--- src/rtl/alu_mul_seq.sv ---
// alu_mul_seq: iterative shift-add multiplier that borrows the shared 32-bit
// execute-stage ALU to produce the low 32 bits of a 32x32 product.
// A request is captured in IDLE. RUN performs one add-and-shift step per cycle
// through the ALU. DONE holds the result on a valid/ready response channel.
// Optional feature macro: ALU_MUL_SEQ_EARLY_EXIT_EN. When it is defined, RUN
// ends as soon as the remaining multiplier bits are all zero.

`timescale 1ns/1ps

module alu_mul_seq #(
    parameter int CNT_W = 5
) (
    input  logic        clk,
    input  logic        rst_n,
    input  logic        req_valid,
    output logic        req_ready,
    input  logic [31:0] req_a,
    input  logic [31:0] req_b,
    output logic        resp_valid,
    input  logic        resp_ready,
    output logic [31:0] resp_data,
    output logic        alu_sel,
    output logic [3:0]  alu_op,
    output logic [31:0] alu_a,
    output logic [31:0] alu_b,
    input  logic [31:0] alu_c
);

    // ADD encoding of the shared ALU opcode space (matches ALU_ADD in defines.vh)
    localparam logic [3:0] ALU_ADD = 4'b0000;

    typedef enum logic [1:0] {
        IDLE = 2'd0,
        RUN  = 2'd1,
        DONE = 2'd2
    } state_t;

    state_t             state_q, state_d;
    logic [31:0]        acc_q, acc_d;
    logic [31:0]        mcand_q, mcand_d;
    logic [31:0]        mplier_q, mplier_d;
    logic [CNT_W-1:0]   cnt_q, cnt_d;

    logic               cntLast;
    logic               mplierZero;

    assign cntLast    = (cnt_q == {CNT_W{1'b1}});
    assign mplierZero = (mplier_q == 32'd0);

    // State register; reset discards any in-flight multiply
    always_ff @(posedge clk) begin
        if (!rst_n) begin
            state_q <= IDLE;
        end else begin
            state_q <= state_d;
        end
    end

    // Next-state logic: accept in IDLE, iterate in RUN, wait for consumer in DONE
    always_comb begin
        state_d = state_q;
        case (state_q)
            IDLE: begin
                if (req_valid) begin
                    state_d = RUN;
                end
            end
            RUN: begin
`ifdef ALU_MUL_SEQ_EARLY_EXIT_EN
                if (mplierZero || cntLast) begin
                    state_d = DONE;
                end
`else
                if (cntLast) begin
                    state_d = DONE;
                end
`endif
            end
            DONE: begin
                if (resp_ready) begin
                    state_d = IDLE;
                end
            end
            default: state_d = IDLE;
        endcase
    end

    // Datapath registers: operands, partial product accumulator and step counter
    always_ff @(posedge clk) begin
        if (!rst_n) begin
            acc_q    <= 32'd0;
            mcand_q  <= 32'd0;
            mplier_q <= 32'd0;
            cnt_q    <= '0;
        end else begin
            acc_q    <= acc_d;
            mcand_q  <= mcand_d;
            mplier_q <= mplier_d;
            cnt_q    <= cnt_d;
        end
    end

    // Datapath next values: load at accept, then add-and-shift each RUN cycle
    always_comb begin
        acc_d    = acc_q;
        mcand_d  = mcand_q;
        mplier_d = mplier_q;
        cnt_d    = cnt_q;
        case (state_q)
            IDLE: begin
                if (req_valid) begin
                    acc_d    = 32'd0;
                    mcand_d  = req_a;
                    mplier_d = req_b;
                    cnt_d    = '0;
                end
            end
            RUN: begin
`ifdef ALU_MUL_SEQ_EARLY_EXIT_EN
                if (!mplierZero) begin
                    acc_d = alu_c;
                end
`else
                acc_d = alu_c;
`endif
                mcand_d  = {mcand_q[30:0], 1'b0};
                mplier_d = {1'b0, mplier_q[31:1]};
                cnt_d    = cnt_q + {{(CNT_W-1){1'b0}}, 1'b1};
            end
            default: begin
            end
        endcase
    end

    // Outputs: ALU operands only while RUN owns the ALU, result only in DONE
    always_comb begin
        req_ready  = 1'b0;
        resp_valid = 1'b0;
        resp_data  = 32'd0;
        alu_sel    = 1'b0;
        alu_op     = ALU_ADD;
        alu_a      = 32'd0;
        alu_b      = 32'd0;
        case (state_q)
            IDLE: begin
                req_ready = 1'b1;
            end
            RUN: begin
                alu_sel = 1'b1;
                alu_a   = acc_q;
                alu_b   = mplier_q[0] ? mcand_q : 32'd0;
            end
            DONE: begin
                resp_valid = 1'b1;
                resp_data  = acc_q;
            end
            default: begin
            end
        endcase
    end

endmodule

--- config.mk ---
export PLATFORM = sky130hd
export DESIGN_NAME = alu_mul_seq
export DESIGN_NICKNAME = d
export VERILOG_FILES = /design/src/rtl/alu_mul_seq.sv
export SDC_FILE = /design/constraint.sdc
export NUM_CORES = 1
export LEC_CHECK = 0
export CAP_MARGIN = 40
export CORE_MARGIN = 5
export CORE_UTILIZATION = 44
export CTS_CLUSTER_DIAMETER = 40
export DETAILED_ROUTE_END_ITERATION = 10
export PLACE_DENSITY_LB_ADDON = 0.25
export SYNTH_ARGS = -nofsm -noshare
export SYNTH_HDL_FRONTEND = slang
export SYNTH_SLANG_ARGS = --single-unit
--- constraint.sdc ---
create_clock -name clk -period 1.5 [get_ports clk]
set_input_delay 0.15 -clock clk [delete_from_list [all_inputs] [get_ports clk]]
set_output_delay 0.15 -clock clk [all_outputs]
set_load 0.03 [all_outputs]
==> results of run 1 <==
## Yosys cell counts
master / n / share of area, %
a211oi_2: 1 / 0.24
a21oi_1: 74 / 7.1
a21oi_2: 20 / 3.4
a22oi_1: 35 / 5.1
a2bb2oi_1: 1 / 0.17
a31oi_1: 1 / 0.12
a32oi_1: 1 / 0.17
and2_1: 64 / 7.7
and3_1: 33 / 4.0
buf_1: 1 / 0.072
buf_12: 1 / 0.39
buf_2: 14 / 1.4
buf_4: 9 / 1.3
buf_6: 12 / 2.6
buf_8: 1 / 0.29
clkbuf_1: 28 / 2.0
clkbuf_2: 3 / 0.29
conb_1: 1 / 0.072
dfxtp_1: 103 / 40
ha_1: 2 / 0.48
inv_1: 3 / 0.22
inv_6: 1 / 0.17
mux2i_1: 1 / 0.19
nand2_1: 33 / 2.4
nand2b_2: 1 / 0.17
nand3_1: 3 / 0.29
nor2_1: 69 / 5.0
nor2b_1: 31 / 3.7
nor2b_2: 1 / 0.17
nor3_1: 1 / 0.096
nor3b_1: 1 / 0.14
o211a_1: 1 / 0.19
o21ai_0: 30 / 2.9
o21ai_1: 1 / 0.096
o21ba_1: 1 / 0.19
o21bai_4: 1 / 0.36
o221a_1: 6 / 1.3
o221a_2: 25 / 5.4
o31ai_1: 1 / 0.14
or3_1: 1 / 0.12
## state kept, by name, indices dropped and copies added (netlist names)
register / flops
cnt_q: 5
mplier_q: 32
state_q: 2
acc_q: 32
mcand_q: 32
## routing by layer
metal  up-vias  wire length [um]  track usage (%)  share of wire [%]
li1       2547                 -                -                  -
met1      2556              7280             28.3                 41
met2       233              8930             37.1                 50
met3        32              1350             7.07                7.5
met4         0               383             5.39                2.1
met5         -                 0                0                  0
## path summary, 6_finish.rpt
| path | startpoint | endpoint | slack (ns) | cells past startpoint |
|---|---|---|---|---|
| max | state_q[1] | alu_b[30] | -0.15 | 5 |
| max reg2reg | state_q[1] | mcand_q[4] | -0.03 | 8 |
| min reg2reg | cnt_q[0] | cnt_q[0] | 0.52 | 1 |
| min | rst_n | mcand_q[27] | 0.18 | 3 |
## layout by cell type, fill, tap and decap left out, drive strengths merged, types with 4 or more instances in the layout
master | netlist | routed
clkdlybuf4s50 | 0 | 98
and3 | 33 | 33
dfxtp | 103 | 103
a21oi | 94 | 94
o21ai | 31 | 31
buf | 38 | 155
clkbuf | 31 | 14
a22oi | 35 | 35
conb | 1 | 4
and2 | 64 | 64
inv | 4 | 4
nand2 | 33 | 33
o221a | 31 | 31
nor2b | 32 | 32
nor2 | 69 | 69
## final cells by class
class	count	area (um^2)	share of cell area, %
Timing Repair inverter	1	8.76	0.102
Multi-Input combinational cell	444	3040	35.4
Timing Repair Buffer	259	2920	34.1
Tap cell	143	179	2.09
Clock inverter	4	97.6	1.14
Clock buffer	9	225	2.63
Sequential cell	103	2070	24.1
Inverter	4	27.5	0.321
## repair_timing
action | in CTS | in global routing
buffers inserted | 7 | 18
hold endpoints to repair | 0 | 0
setup endpoints to repair | 98 | 104
resized for setup | 139 | 85
pin swaps | 10 | 20
cloned | 5 | 6
## cell families (layout without fill, tap and decap cells)
| kind of cell | after synthesis | count (layout) |
|---|---|---|
| flip-flops | 103 | 103 |
| AO/OA/AOI/OAI | 199 | 199 |
| buffers and inverters | 73 | 277 |
| adder cells (fa/ha/maj) | 2 | 2 |
| multiplexers | 1 | 1 |
| AND/OR/NAND/NOR | 238 | 238 |
| other | 1 | 4 |
## power by group through the flow
stage / clock, W / combinational [W] / sequential, W
after floorplan: 0 / 0.000806 / 0.00308
after global placement: 0 / 0.00125 / 0.00311
after detailed placement: 0 / 0.00128 / 0.00312
after CTS: 0.00262 / 0.00138 / 0.00307
after global routing: 0.00275 / 0.00168 / 0.00311
final: 0.00258 / 0.00156 / 0.00308
## through the flow
step	instance area [um^2]	hold slack, ns	util, %	power, W
floorplan	5190	0.284	-	0.00389
global placement	7070	0.474	61.7	0.00436
detailed placement	7070	0.488	61.7	0.00440
CTS	8070	0.165	70.4	0.00707
global route	8560	0.193	74.7	0.00753
finish	8560	0.180	74.7	0.00723
## tightest hold or removal path, cell delays in order
cell and delay (ns):
buf_2 0.18, o21ai_0 0.10, a21oi_1 0.04
==> metrics, run 1 <==
Routed wire per std cell=18.6 um; Final Hold Fails=0; # rows=39; non-filler instance count after layout=967; Buf+Inv Stages, Crit Path=3; total global routing track utilization=22.3%; XOR/XNOR Fraction of Synth Area=0%; Peak VDD IR=798 uV; Area Growth Syn to Fin=65.3%; critical path class=flip-flop to primary output; final setup vio count=100; starting DRC count in detailed routing=440; mux share of post-synthesis cell area=0.193%; IO Port Bufs=198; core area=11500 um^2; sum of negative setup slack=-10.58 ns; H-tree depth=3; Switching Share=25.6%; pre-CTS setup slack=-0.0719 ns; P_leak=3.60 nW; GPL Wtd Cong=0.818; DP Cell Count=922; Detailed Place HPWL=10.5 mm; Die ar.=14000 um^2; RSZ-0062 raised after global routing=yes; worst-path cell chain=nand2b_4, clkinv_8, clkbuf_16, and3_4, buf_6; Slowest cell on crit path=dfxtp_2; vias in the first global route=5258; post-route setup slack=-0.148 ns; first-pass GRT wire length=26.6 mm; Starting Density=45.2%; Routed WL=17.9 mm; Synth Instances=617; mean post-synth cell area=8.40 um^2; CP Capture Type=primary output; clk root buf=clkbuf_16; Synth warnings=0; Die W=119 um; clk buf depth=2; post-synthesis cell area=5180 um^2; 1st-pass router iterations=5; Hold Crit Class=input port to flip-flop; initial antenna violation count=0; period utilisation layout=110%; Worst EP arrival=1.50 ns; clk_skew=0.00896 ns; Synth Area in Compound Gates=26.9%; critical path fanouts, max=10; # nets final=924; CP Launch Type=flip-flop; Int Power=0.00538 W; Clk Latency, worst-skew pair=0.34 ns; max-cap viol count=0; antenna-violating nets left=0; boundary pin count=203; cts bufs inserted=9; Tmin final=1.65 ns; Fmax=607 MHz; CTS tree=yes; failing checks=setup timing; Sw Pwr=0.00185 W; Seq cells post-synth=103; Num Clock Sinks=103; ant diodes=0; die height=119 um; Layout fillers=786; Distinct cells, synth=40; Synth Area in Adders=0.483%; vias per inst=5.55; clk slew on worst S/H paths=0.07 ns; clock share of power=35.7%; Power Density=844 nW/um^2; GRT overflow=0; Worst Path Required=1.35 ns; slowest stage delay, CP=0.34 ns; register area share after synthesis=39.8%; residual DRC count=0; Via Count=5368; Synth Area in Simple Gates=23.8%; Max Slew Vio Count=0; largest family of logic cells by synthesized area=compound AO/OA/AOI/OAI gates; combinational power share=21.6%; layout cell share with drive strength beyond 1=39.7%; CTS Hold Buffers Added=0; status=finished, violations left; pin count of the biggest net entering global routing=42; Top delay family on crit path=buffers and inverters; Flop pwr share=42.7%
(Power assumes the default switching activity.)
==> run 2: changes to the inputs <==
--- a/config.mk
+++ b/config.mk
@@ -7,7 +7,7 @@
 export LEC_CHECK = 0
 export CAP_MARGIN = 40
 export CORE_MARGIN = 5
-export CORE_UTILIZATION = 44
+export CORE_UTILIZATION = 40
 export CTS_CLUSTER_DIAMETER = 40
 export DETAILED_ROUTE_END_ITERATION = 10
 export PLACE_DENSITY_LB_ADDON = 0.25
==> constraint.sdc (replaced) <==
create_clock -name clk -period 1.4 [get_ports clk]
set_input_delay 0.14 -clock clk [delete_from_list [all_inputs] [get_ports clk]]
set_output_delay 0.14 -clock clk [all_outputs]
set_load 0.03 [all_outputs]
==> run 2 against run 1 <==
- the run still ends with setup timing left
- worst setup slack got worse by 0.10 ns
- clock power rose by 7%
- wire length rose by 10%
- worst hold slack improved by 0.010 ns
- clock skew fell by 0.0042 ns
- clock-buffer cell count rose by 4
- core utilization fell by 1.0 points
- critical path depth did not move
- sequential power rose by 7.8%
- non-clock buffer count rose by 13
- sequential share of layout area fell by 2.0 points
- critical path type unchanged
==> metrics, run 2 (synthesis results as in run 1) <==
status=finished, violations left; failing checks=setup timing; Regs by FF count=acc_q (32), mcand_q (32), mplier_q (32); reg-to-reg slack, setup=-0.12 ns; die height=124 um; CP Capture Type=primary output; pre-CTS setup slack=-0.152 ns; vias in the first global route=5377; GRT overflow=0; Peak VDD IR=549 uV; initial antenna violation count=0; slowest stage delay, CP=0.36 ns; 1st-pass router iterations=7; Final Hold Fails=0; grt met1 use=27.7%; most frequent cells in the layout=110 x buf_6, 101 x dfxtp_1, 98 x clkdlybuf4s50_1; worst reg2reg path startpoint=state_q[1]; Routed wire per std cell=19.5 um; total global routing track utilization=22.1%; antenna-violating nets left=0; post-route setup slack=-0.251 ns; final setup vio count=163; critical path class=flip-flop to primary output; core area=12700 um^2; Top delay family on crit path=buffers and inverters; most used routing layer=met2; clk buf depth=2; P_leak=3.87 nW; Detailed Place HPWL=10.4 mm; Slowest cell on crit path=dfxtp_4; layout cell share with drive strength beyond 1=45.8%; Via Count=5577; IO Port Bufs=198; met3 Use GR=4.45%; Placement Cell Area=7100 um^2; starting DRC count in detailed routing=371; Die ar.=15300 um^2; met2 usage=37.7%; residual DRC count=0; commonest non-fill, non-tap cell in the layout=buf_6; non-filler instance count after layout=1013; # rows=41; Routed WL=19.8 mm; post-route cell area=9330 um^2; first-pass GRT wire length=27.2 mm; GPL Wtd Cong=0.798; min-delay src=rst_n; CTS Hold Buffers Added=0; clk_skew=0.00479 ns; max-cap viol count=0; Worst EP arrival=1.51 ns; DP Cell Count=950; Hold Crit Class=input port to flip-flop; Max Slew Vio Count=0; # nets final=938; CTS tree=yes; boundary pin count=203; Buf+Inv Stages, Crit Path=3; CP Launch Type=flip-flop; H-tree depth=3; Tmin final=1.65 ns; vias per inst=5.51; Power Density=862 nW/um^2; Num Clock Sinks=103; Crit. Startpoint=state_q[1]; total power=0.00804 W; clk slew on worst S/H paths=0.07 ns; Area Growth Syn to Fin=80.1%; pin count of the biggest net entering global routing=51; worst-path cell chain=nand2b_4, inv_12, clkbuf_16, and3_4, buf_6; Clk Latency, worst-skew pair=0.34 ns; clk root buf=clkbuf_16; period utilisation layout=118%; critical path fanouts, max=7; Fmax=606 MHz; ant diodes=0; Worst Path Required=1.26 ns; sum of negative setup slack=-23.97 ns; Die W=124 um; Starting Density=40.9%; cts bufs inserted=9; RSZ-0062 raised after global routing=yes
-- run 2: area by class of cell --
type,instances,area (um^2)
Multi-Input combinational cell,445,3370
Clock buffer,13,260
Clock inverter,3,65.1
Sequential cell,103,2070
Timing Repair inverter,1,8.76
Tap cell,172,215
Fill cell,842,3340
Timing Repair Buffer,272,3320
Inverter,4,27.5
-- run 2: through the flow --
stage,hold WS (ns),util [%]
global placement,0.470,56.0
floorplan,0.274,-
detailed placement,0.485,56.0
CTS,0.178,66.5
finish,0.190,73.7
global route,0.194,73.7
-- run 2: worst paths after layout --
check,to,cells past startpoint
worst min-delay path,mcand_q[23],3
worst max register to register,mcand_q[30],7
worst min register to register,mplier_q[31],2
worst max-delay path,alu_b[24],5
-- run 2: worst register-to-register path, delay by kind of cell, from the launching register on --
| kind | cells | cell delay, ns |
|---|---|---|
| AOI/OAI and AO/OA | 3 | 0.57 |
| buffers and inverters | 4 | 0.53 |
| DFF | 1 | 0.36 |
-- run 2: where the power goes --
part / internal, W / leakage (nW) / switching [W]
Clock: 0.00167 / 0.160 / 0.00109
Combinational: 0.00107 / 2.85 / 0.000891
Sequential: 0.00314 / 0.852 / 0.000181
-- run 2: repair_timing --
item	in CTS	in global routing
gates resized for setup	196	121
setup buffers	12	9
gates cloned	9	19
pin swaps	20	0
setup endpoints to repair	98	190
-- run 2: routing by layer --
metal	wire length [um]	up-vias
met2	9880	241
met1	7970	2672
met4	786	0
met5	0	-
met3	1130	65
li1	-	2599
